--- src/rtl/tc1_pkg.sv ---
// tc1_pkg: FSM encoding and MAX31855 frame layout shared by the Pmod TC1 reader
package tc1_pkg;
   typedef enum logic [2:0] {IDLE, SETUP, SHIFT, DONE, HOLD} state_t;
   localparam int FRAME_W  = 32;
   localparam int JUNC_MSB = 31;
   localparam int JUNC_LSB = 18;
   localparam int RSV1     = 17;
   localparam int FAULT    = 16;
   localparam int INT_MSB  = 15;
   localparam int INT_LSB  = 4;
   localparam int RSV0     = 3;
   localparam int SCV      = 2;
   localparam int SCG      = 1;
   localparam int OC       = 0;
endpackage

--- src/rtl/tc1_sclk_gen.sv ---
// tc1_sclk_gen: SCLK divider with strobes marking the edges that flip SCLK
module tc1_sclk_gen #(
   parameter int CLK_DIV = 10
) (
   input  logic clk,
   input  logic rst,
   input  logic en,
   output logic sclk,
   output logic rise,
   output logic fall
);
   localparam int DW = $clog2(CLK_DIV + 1);
   logic [DW-1:0] div_q, div_d;
   logic          sclk_q, sclk_d, wrap;
   always_comb begin
      wrap   = en && (div_q == DW'(CLK_DIV - 1));
      rise   = wrap && !sclk_q;
      fall   = wrap && sclk_q;
      div_d  = (en && !wrap) ? div_q + 1'b1 : '0;
      sclk_d = en && (sclk_q ^ wrap);
   end
   always_ff @(posedge clk or posedge rst) begin
      if (rst) begin
         div_q  <= '0;
         sclk_q <= 1'b0;
      end else begin
         div_q  <= div_d;
         sclk_q <= sclk_d;
      end
   end
   assign sclk = sclk_q;
endmodule

--- src/rtl/tc1_spi_reader.sv ---
// tc1_spi_reader: receive-only SPI master that reads one MAX31855 frame per measure request
module tc1_spi_reader
   import tc1_pkg::*;
#(
   parameter int CLK_DIV  = 10,
   parameter int CS_SETUP = 10,
   parameter int CS_IDLE  = 20
) (
   input  logic        clk,
   input  logic        rst,
   input  logic        measure,
   output logic        SCLK,
   output logic        CSn,
   input  logic        MISO,
   output logic        busy,
   output logic        valid,
   output logic [13:0] junc_t,
   output logic        fault_main,
   output logic [11:0] internal_t,
   output logic [2:0]  faults,
   output logic        frame_err
);
   localparam int CNT_W = $clog2((CS_SETUP > CS_IDLE ? CS_SETUP : CS_IDLE) + 1);
   state_t             state_q, state_d;
   logic [CNT_W-1:0]   cnt_q, cnt_d;
   logic [4:0]         bit_q, bit_d;
   logic [FRAME_W-1:0] sr_q, sr_d;
   logic               csn_q, csn_d, valid_q, valid_d;
   logic [13:0]        junc_t_q, junc_t_d;
   logic               fault_main_q, fault_main_d, frame_err_q, frame_err_d;
   logic [11:0]        internal_t_q, internal_t_d;
   logic [2:0]         faults_q, faults_d;
   logic               rise, fall;
   tc1_sclk_gen #(.CLK_DIV(CLK_DIV)) u_sclk (
      .clk  (clk),
      .rst  (rst),
      .en   (state_q == SHIFT),
      .sclk (SCLK),
      .rise (rise),
      .fall (fall)
   );
   always_comb begin
      state_d      = state_q;
      cnt_d        = cnt_q;
      bit_d        = bit_q;
      sr_d         = sr_q;
      csn_d        = csn_q;
      valid_d      = 1'b0;
      junc_t_d     = junc_t_q;
      fault_main_d = fault_main_q;
      internal_t_d = internal_t_q;
      faults_d     = faults_q;
      frame_err_d  = frame_err_q;
      case (state_q)
         IDLE: if (measure) begin
            state_d = SETUP;
            csn_d   = 1'b0;
            cnt_d   = '0;
         end
         SETUP: if (cnt_q == CNT_W'(CS_SETUP - 1)) begin
            state_d = SHIFT;
            cnt_d   = '0;
            bit_d   = '0;
         end else cnt_d = cnt_q + 1'b1;
         SHIFT: begin
            if (rise) sr_d = {sr_q[FRAME_W-2:0], MISO};
            // the falling edge closes a bit period; the 32nd one ends the frame
            if (fall) begin
               bit_d = bit_q + 1'b1;
               if (bit_q == 5'd31) state_d = DONE;
            end
         end
         DONE: begin
            csn_d        = 1'b1;
            valid_d      = 1'b1;
            junc_t_d     = sr_q[JUNC_MSB:JUNC_LSB];
            fault_main_d = sr_q[FAULT];
            internal_t_d = sr_q[INT_MSB:INT_LSB];
            faults_d     = {sr_q[SCV], sr_q[SCG], sr_q[OC]};
            frame_err_d  = sr_q[RSV1] | sr_q[RSV0];
            cnt_d        = '0;
            state_d      = HOLD;
         end
         HOLD: if (cnt_q == CNT_W'(CS_IDLE - 1)) state_d = IDLE;
            else cnt_d = cnt_q + 1'b1;
         default: state_d = IDLE;
      endcase
   end
   always_ff @(posedge clk or posedge rst) begin
      if (rst) begin
         state_q      <= IDLE;
         cnt_q        <= '0;
         bit_q        <= '0;
         sr_q         <= '0;
         csn_q        <= 1'b1;
         valid_q      <= 1'b0;
         junc_t_q     <= '0;
         fault_main_q <= 1'b0;
         internal_t_q <= '0;
         faults_q     <= '0;
         frame_err_q  <= 1'b0;
      end else begin
         state_q      <= state_d;
         cnt_q        <= cnt_d;
         bit_q        <= bit_d;
         sr_q         <= sr_d;
         csn_q        <= csn_d;
         valid_q      <= valid_d;
         junc_t_q     <= junc_t_d;
         fault_main_q <= fault_main_d;
         internal_t_q <= internal_t_d;
         faults_q     <= faults_d;
         frame_err_q  <= frame_err_d;
      end
   end
   assign CSn        = csn_q;
   assign busy       = state_q != IDLE;
   assign valid      = valid_q;
   assign junc_t     = junc_t_q;
   assign fault_main = fault_main_q;
   assign internal_t = internal_t_q;
   assign faults     = faults_q;
   assign frame_err  = frame_err_q;
endmodule

--- config.mk ---
export PLATFORM = sky130hd
export DESIGN_NAME = tc1_spi_reader
export DESIGN_NICKNAME = d
export VERILOG_FILES = /design/src/rtl/tc1_pkg.sv /design/src/rtl/tc1_sclk_gen.sv /design/src/rtl/tc1_spi_reader.sv
export SDC_FILE = /design/constraint.sdc
export NUM_CORES = 1
export LEC_CHECK = 0
export CORE_ASPECT_RATIO = 1.2
export CORE_MARGIN = 3
export CORE_UTILIZATION = 51
export CTS_BUF_LIST = sky130_fd_sc_hd__clkbuf_16
export DETAILED_ROUTE_END_ITERATION = 10
export GPL_ROUTABILITY_DRIVEN = 0
export PLACE_DENSITY = 0.76
export SYNTH_ARGS = -nofsm -noshare
export SYNTH_HDL_FRONTEND = slang
export SYNTH_SLANG_ARGS = --single-unit
--- constraint.sdc ---
create_clock -name clk -period 2.68 [get_ports clk]
set_clock_uncertainty 0.2 [all_clocks]
set_input_delay 0.402 -clock clk [delete_from_list [all_inputs] [get_ports clk]]
set_output_delay 0.402 -clock clk [all_outputs]
set_load 0.02 [all_outputs]
After elaboration in Yosys (flattened, before gate mapping)
Index checks and enable logic that the tools add are counted.
{"block": "totals", "ff_bits": 83, "output_inout_bits": 35}
{"block": "op_classes", "addsub": 3, "n_eq_ne": 14, "n_mux": 17, "n_bitwise": 2, "n_reduce_logical": 17}
{"op": "two-way mux 5 bit", "n": 5}
{"op": "case mux 5 bit (4 select lines)", "n": 1}
{"op": "two-way mux 3 bit", "n": 5}
{"op": "case mux 3 bit (5 select lines)", "n": 1}
{"op": "inequality test 2 bit, second input constant", "n": 6}
{"op": "adder 5 x 1 -> 5 bit, second input constant", "n": 2}
{"op": "equality test 5 bit, second input constant", "n": 2}
{"op": "case mux 5 bit (2 select lines)", "n": 1}
{"op": "equality test 3 x 2 -> 1 bit, second input constant", "n": 2}
{"op": "AND reduction 3 bit", "n": 2}
{"op": "equality test 5 x 4 -> 1 bit, second input constant", "n": 1}
{"op": "logical AND 1 bit", "n": 5}
{"op": "AND reduction 5 bit", "n": 1}
{"op": "adder 4 x 1 -> 4 bit, second input constant", "n": 1}
{"op": "equality test 4 bit, second input constant", "n": 1}
{"op": "two-way mux 4 bit", "n": 1}
{"op": "AND reduction 2 bit", "n": 2}
{"op": "nonzero test 2 bit", "n": 2}
{"op": "nonzero test 4 bit", "n": 1}
{"op": "equality test 3 x 1 -> 1 bit, second input constant", "n": 1}
{"op": "equality test 3 bit, second input constant", "n": 1}
{"op": "logical NOT 3 bit", "n": 1}
{"op": "nonzero test 3 bit", "n": 1}
{"op": "logical NOT 1 bit", "n": 2}
{"op": "4 further kinds", "n": 5}

Depth between registers and ports, before layout
{"block": "logic_depth", "depth_word": 5, "depth_mapped": 9, "depth_no_buf": 9}

Hierarchy
Synthesis repeated with hierarchy kept, for this count alone.
{"block": "hier_totals", "hier_cells": 307, "hier_area_um2": 3658.5}
{"module": "tc1_spi_reader", "n_inst": 1, "cells_per_inst": 280, "area_per_inst_um2": 3390.8}
{"module": "tc1_sclk_gen", "n_inst": 1, "cells_per_inst": 27, "area_per_inst_um2": 267.8}

Worst setup path after synthesis
Ideal clock, no wire load.
{"block": "synth_path", "kind": "register to register", "from": "register state_q[2]", "to": "register bit_q[4]", "setup_ps": 121, "arrival_ps": 2085, "t_required_ps": 2359, "path_slack_ps": 274, "stages_incl_launch_ff": 10, "path_buffers": 1, "period_less_slack_ps": 2406, "cell_sequence": "dfrtp_1 -> buf_4 -> and2b_2 -> nand2b_1 -> nor3_1 -> ha_1 -> inv_1 -> or2_0 -> a21o_1 -> a32o_2"}
{"block": "synth_between", "elab_chain_cells": 5}
{"item": "start, declared", "line_no": "tc1_spi_reader.sv:24", "rtl": "state_t state_q, state_d;"}
{"item": "start signal, assigned", "line_no": "tc1_spi_reader.sv:103", "rtl": "state_q <= state_d;"}
{"item": "equality test 3 x 2 -> 1 bit", "line_no": "tc1_spi_reader.sv:37, tc1_spi_reader.sv:54"}
{"item": "logical AND 1 bit", "line_no": "tc1_sclk_gen.sv:16", "rtl": "wrap = en && (div_q == DW'(CLK_DIV - 1));"}
{"item": "logical AND 1 bit", "line_no": "tc1_sclk_gen.sv:18", "rtl": "fall = wrap && sclk_q;"}
{"item": "inequality test 2 bit (no source line)"}
{"item": "AND reduction 3 bit (no source line)"}
{"item": "end signal, assigned", "line_no": "tc1_spi_reader.sv:105", "rtl": "bit_q <= bit_d;"}
{"item": "end, declared", "line_no": "tc1_spi_reader.sv:26", "rtl": "logic [4:0] bit_q, bit_d;"}
Parallel ways exist; a longest one is shown, timed or not.
A chain may end at the register's enable or synchronous reset.

Worst setup path after layout
{"block": "layout_path", "from": "register state_q[0]", "to": "output port busy"}
{"block": "layout_between", "elab_chain_cells": 1}
{"item": "nonzero test 3 bit", "line_no": "tc1_spi_reader.sv:117", "rtl": "assign busy = state_q != IDLE;"}
{"item": "end, declared", "line_no": "tc1_spi_reader.sv:15", "rtl": "output logic busy,"}
Every way passes these cells.

==> tab_implementation.tex <==
\begin{tabular}{lr}
\hline
Metric & Value \\
\hline
\multicolumn{2}{l}{\textbf{Power}} \\
Total chip power & 0.00250 W \\
Proportion of power drawn by flip-flops and latches & 50.2\% \\
Clock network power share & 48.5\% \\
PD cells & 565 nW/um\^{}2 \\
Sw frac & between 20\% and 30\% \\
Cell internal pwr & 0.00199 W \\
Leakage & 2.11 nW \\
Gate power share & under 10\% \\
IR drop worst, VDD & 318 uV \\
Switching component of the power & 0.000514 W \\
\multicolumn{2}{l}{\textbf{Clocking}} \\
\# resized after CTS & 0 \\
Count of clock tree sinks & 83 \\
Clk pin slew, worst setup/hold paths & around 60 ps \\
Number of CTS-inserted buffers & 9 \\
Clock tree from TritonCTS & yes \\
Number of hold-repair buffers added at the cts stage & 0 \\
Post-CTS setup buffer count & 0 \\
Clock tree root driver cell & clkbuf\_16 \\
Clock buffer depth & 2 \\
Worst skew pair latency & 330 ps \\
H-tree lvl count & 3 \\
\multicolumn{2}{l}{\textbf{Synthesis}} \\
Area of the mapped netlist & between 3000 and 4000 sq um \\
Syn Area/Cell & 14.7 sq um \\
Post-Synth XOR/XNOR Area & 0.239\% \\
Share of the synthesized area in the top cell type & between 50\% and 60\% \\
Cells taking the most area after synthesis & dfrtp\_1 (56\%), mux2\_4 (12\%), mux2\_2 (10\%), ha\_1 (2.7\%), buf\_12 (2.2\%) \\
Share of the synthesized area in compound gates (AO/OA/AOI/OAI) & 5.19\% \\
Share of synthesized area occupied by flip-flops and latches & 56.7\% \\
Area fraction in and, or, nand and nor cells after synthesis & 8.60\% \\
Synth unique cells & 45 \\
Seq cells post-synth & slightly above 80 \\
EDFF count, synth & 0 \\
Async set or reset register ratio after synthesis & 100\% \\
Library cell with the highest instance count after synthesis & dfrtp\_1 \\
Yosys top cell by area & dfrtp\_1 \\
Dominant combinational cell family by area after synthesis & multiplexers \\
Primary FF master, synth & dfrtp\_1 \\
Fraction of synthesized area in multiplexers & 22.7\% \\
Synthesized netlist cell count & roughly 250 \\
Most frequent cells after synthesis & dfrtp\_1 (82), mux2\_2 (33), mux2\_4 (30) \\
Net Count, Synth & 261 \\
Syn. warnings & 0 \\
Adder and majority cell fraction of the synthesized area & 2.73\% \\
\multicolumn{2}{l}{\textbf{Critical path}} \\
Worst Setup SP & state\_q[0]\$\_DFFE\_PP0P\_ \\
Critical R2R Capture & bit\_q[1]\$\_DFFE\_PP0P\_ \\
Reg2Reg Setup Slack & about 210 ps \\
Critical Path Sink Type & output pin \\
Top fanout value on the critical path & 10 \\
Critical Path Start Type & register \\
Crit path DAT & 1900 ps \\
Critical path destination & busy \\
Critical register-to-register path startpoint & state\_q[2]\$\_DFFE\_PP0P\_ \\
Type of the setup path with the least slack & reg2out \\
Worst reg-to-reg path cell count & 8 \\
Worst Path Required & about 2100 ps \\
\multicolumn{2}{l}{\textbf{Hold path}} \\
Path class of the lowest-slack min-delay path & in2async \\
\multicolumn{2}{l}{\textbf{Placed design}} \\
Detailed placement HPWL & 3930 um \\
Setup slack after placement & 229 ps \\
Count of input and output buffers & 38 \\
\multicolumn{2}{l}{\textbf{Layout}} \\
Post-layout net count & 309 \\
Fillers & 474 \\
Multi-input logic area & 1450 sq um \\
Relative area change from synthesis to final layout & 20.8\% \\
Combined flip-flop and latch cell area & 2080 sq um \\
Diodes inserted & 0 \\
Share of post-route cells with drive strength above 1 & 33.1\% \\
\multicolumn{2}{l}{\textbf{Route}} \\
Detailed-route via count & 2090 \\
Iteration-0 DRC Markers & about 100 \\
Per-cell routed wire length & 15.1 um \\
Via density per instance & 5.37 \\
Final routed wirelength across all metal layers & 5860 um \\
\# DRC & 0 \\
Count of nets left with antenna violations after detail routing & 0 \\
Count of TritonRoute iterations in the first routing pass & 4 \\
\multicolumn{2}{l}{\textbf{Timing}} \\
Unrepaired setup endpoints after global routing & false \\
Top achievable clock speed & 0.399 GHz \\
Setup violators final & 0 \\
Shortest period the worst path allows & 2500 ps \\
Total count of max-transition violations in the final report & 0 \\
Relative max-transition margin & 67.4\% \\
Final worst setup slack & 176 ps \\
Portion of the clock cycle consumed by the worst path in the final layout & between 90\% and 100\% \\
Post-route setup TNS & 0 ps \\
Endpoints failing hold & 0 \\
Slew at the pin closest to its max-slew limit & 485 ps \\
Post-route worst hold slack & between 150 and 200 ps \\
\multicolumn{2}{l}{\textbf{GRT}} \\
Grt ovf & 0 \\
Via count of the first global-routing pass & 2174 \\
GRT Total Usage & 15.4\% \\
Global-route wire length before repair & 10100 um \\
Largest net degree at the start of global routing & between 70 and 80 \\
Initial antenna violation count & 0 \\
\multicolumn{2}{l}{\textbf{Floorplan}} \\
Total I/O pin count & 39 \\
Placeable Area & 6900 sq um \\
Die Outline Area & 8250 sq um \\
Die height & approximately 100 um \\
Horiz. Die Dim & 83.4 um \\
Cell Rows & 33 \\
Initial Util & 53.2\% \\
\multicolumn{2}{l}{\textbf{Job}} \\
Maxcap violations & 0 \\
\multicolumn{2}{l}{\textbf{Outcome}} \\
Status & finished clean \\
\hline
\end{tabular}
placed cells by master (no fill, tap or decap), types with 6 or more instances in the layout:
cell and count:
nor2_1 13, a21oi_1 8, mux2_4 30, mux2_2 33, nand2_1 7, clkbuf_16 9, buf_4 6, clkdlybuf4s50_1 38
ha_1 8, dfrtp_1 82, o21ai_0 6, inv_1 6
power groups by stage:
stage	sequential (W)	combinational, W	clock (W)
2_1_floorplan	0.00128	0.0000210	0
3_3_place_gp	0.00128	0.0000358	0
3_5_place_dp	0.00128	0.0000362	0
4_1_cts	0.00126	0.0000363	0.00125
5_1_grt	0.00125	0.0000388	0.00130
6_report	0.00126	0.0000338	0.00121
stage by stage:
step	cell area [sq um]	instances	util [%]
after floorplan	3670	249	-
after global placement	4130	373	59.9
after detailed placement	4130	373	59.9
after CTS	4430	389	64.2
after global routing	4430	389	64.2
final	4430	389	64.2
logic make-up (layout without fill, tap and decap cells):
group / after synthesis / count (layout)
compound gates: 27 / 27
xor+xnor: 1 / 1
fa+ha+maj: 8 / 8
buf+inv: 16 / 69
flops: 83 / 83
mux: 64 / 64
simple gates: 50 / 50
layout make-up:
type | count | share of cell area, %
clock inverter | 7 | 1.69
multi-input combinational | 150 | 32.7
timing repair buffer | 46 | 10.5
tap | 87 | 2.46
sequential | 83 | 46.9
inverter | 7 | 0.678
clock buffer | 9 | 5.08
per-layer routing:
| metal | global-route usage (%) | vias to the layer above | part of all wire, % |
|---|---|---|---|
| li1 | - | 987 | - |
| met1 | 20.0 | 1042 | 45 |
| met2 | 24.5 | 51 | 50 |
| met3 | 3.85 | 10 | 4.2 |
| met4 | 7.04 | 0 | 1.2 |
| met5 | 0 | - | 0 |
worst min-delay path by stage:
stage                              startpoint                   endpoint  slack [ps]  depth (start not counted)
floorplan           u_sclk.div_q[0]$_DFF_PP0_  u_sclk.div_q[0]$_DFF_PP0_         260                          1
global placement    u_sclk.div_q[0]$_DFF_PP0_  u_sclk.div_q[0]$_DFF_PP0_         270                          1
detailed placement       bit_q[4]$_DFFE_PP0P_       bit_q[4]$_DFFE_PP0P_         290                          1
CTS                                       rst      faults[0]$_DFFE_PP0P_         180                          2
global route                              rst      faults[0]$_DFFE_PP0P_         200                          2
finish                                    rst      faults[0]$_DFFE_PP0P_         180                          2
flip-flops by register name (all words and copies together) (netlist names):
register      count
CSn               1
bit_q             5
cnt_q             5
fault_main        1
faults            3
frame_err         1
internal_t       12
junc_t           14
sr_q             32
state_q           3
u_sclk.div_q      4
u_sclk.sclk       1
valid             1
worst max-delay path, stage by stage, from the launching register on:
cell and delay, ps:
dfrtp_1 370, buf_4 180, or3_2 480, clkdlybuf4s50_1 550
Note: power is estimated with default switching activity, not from simulation.
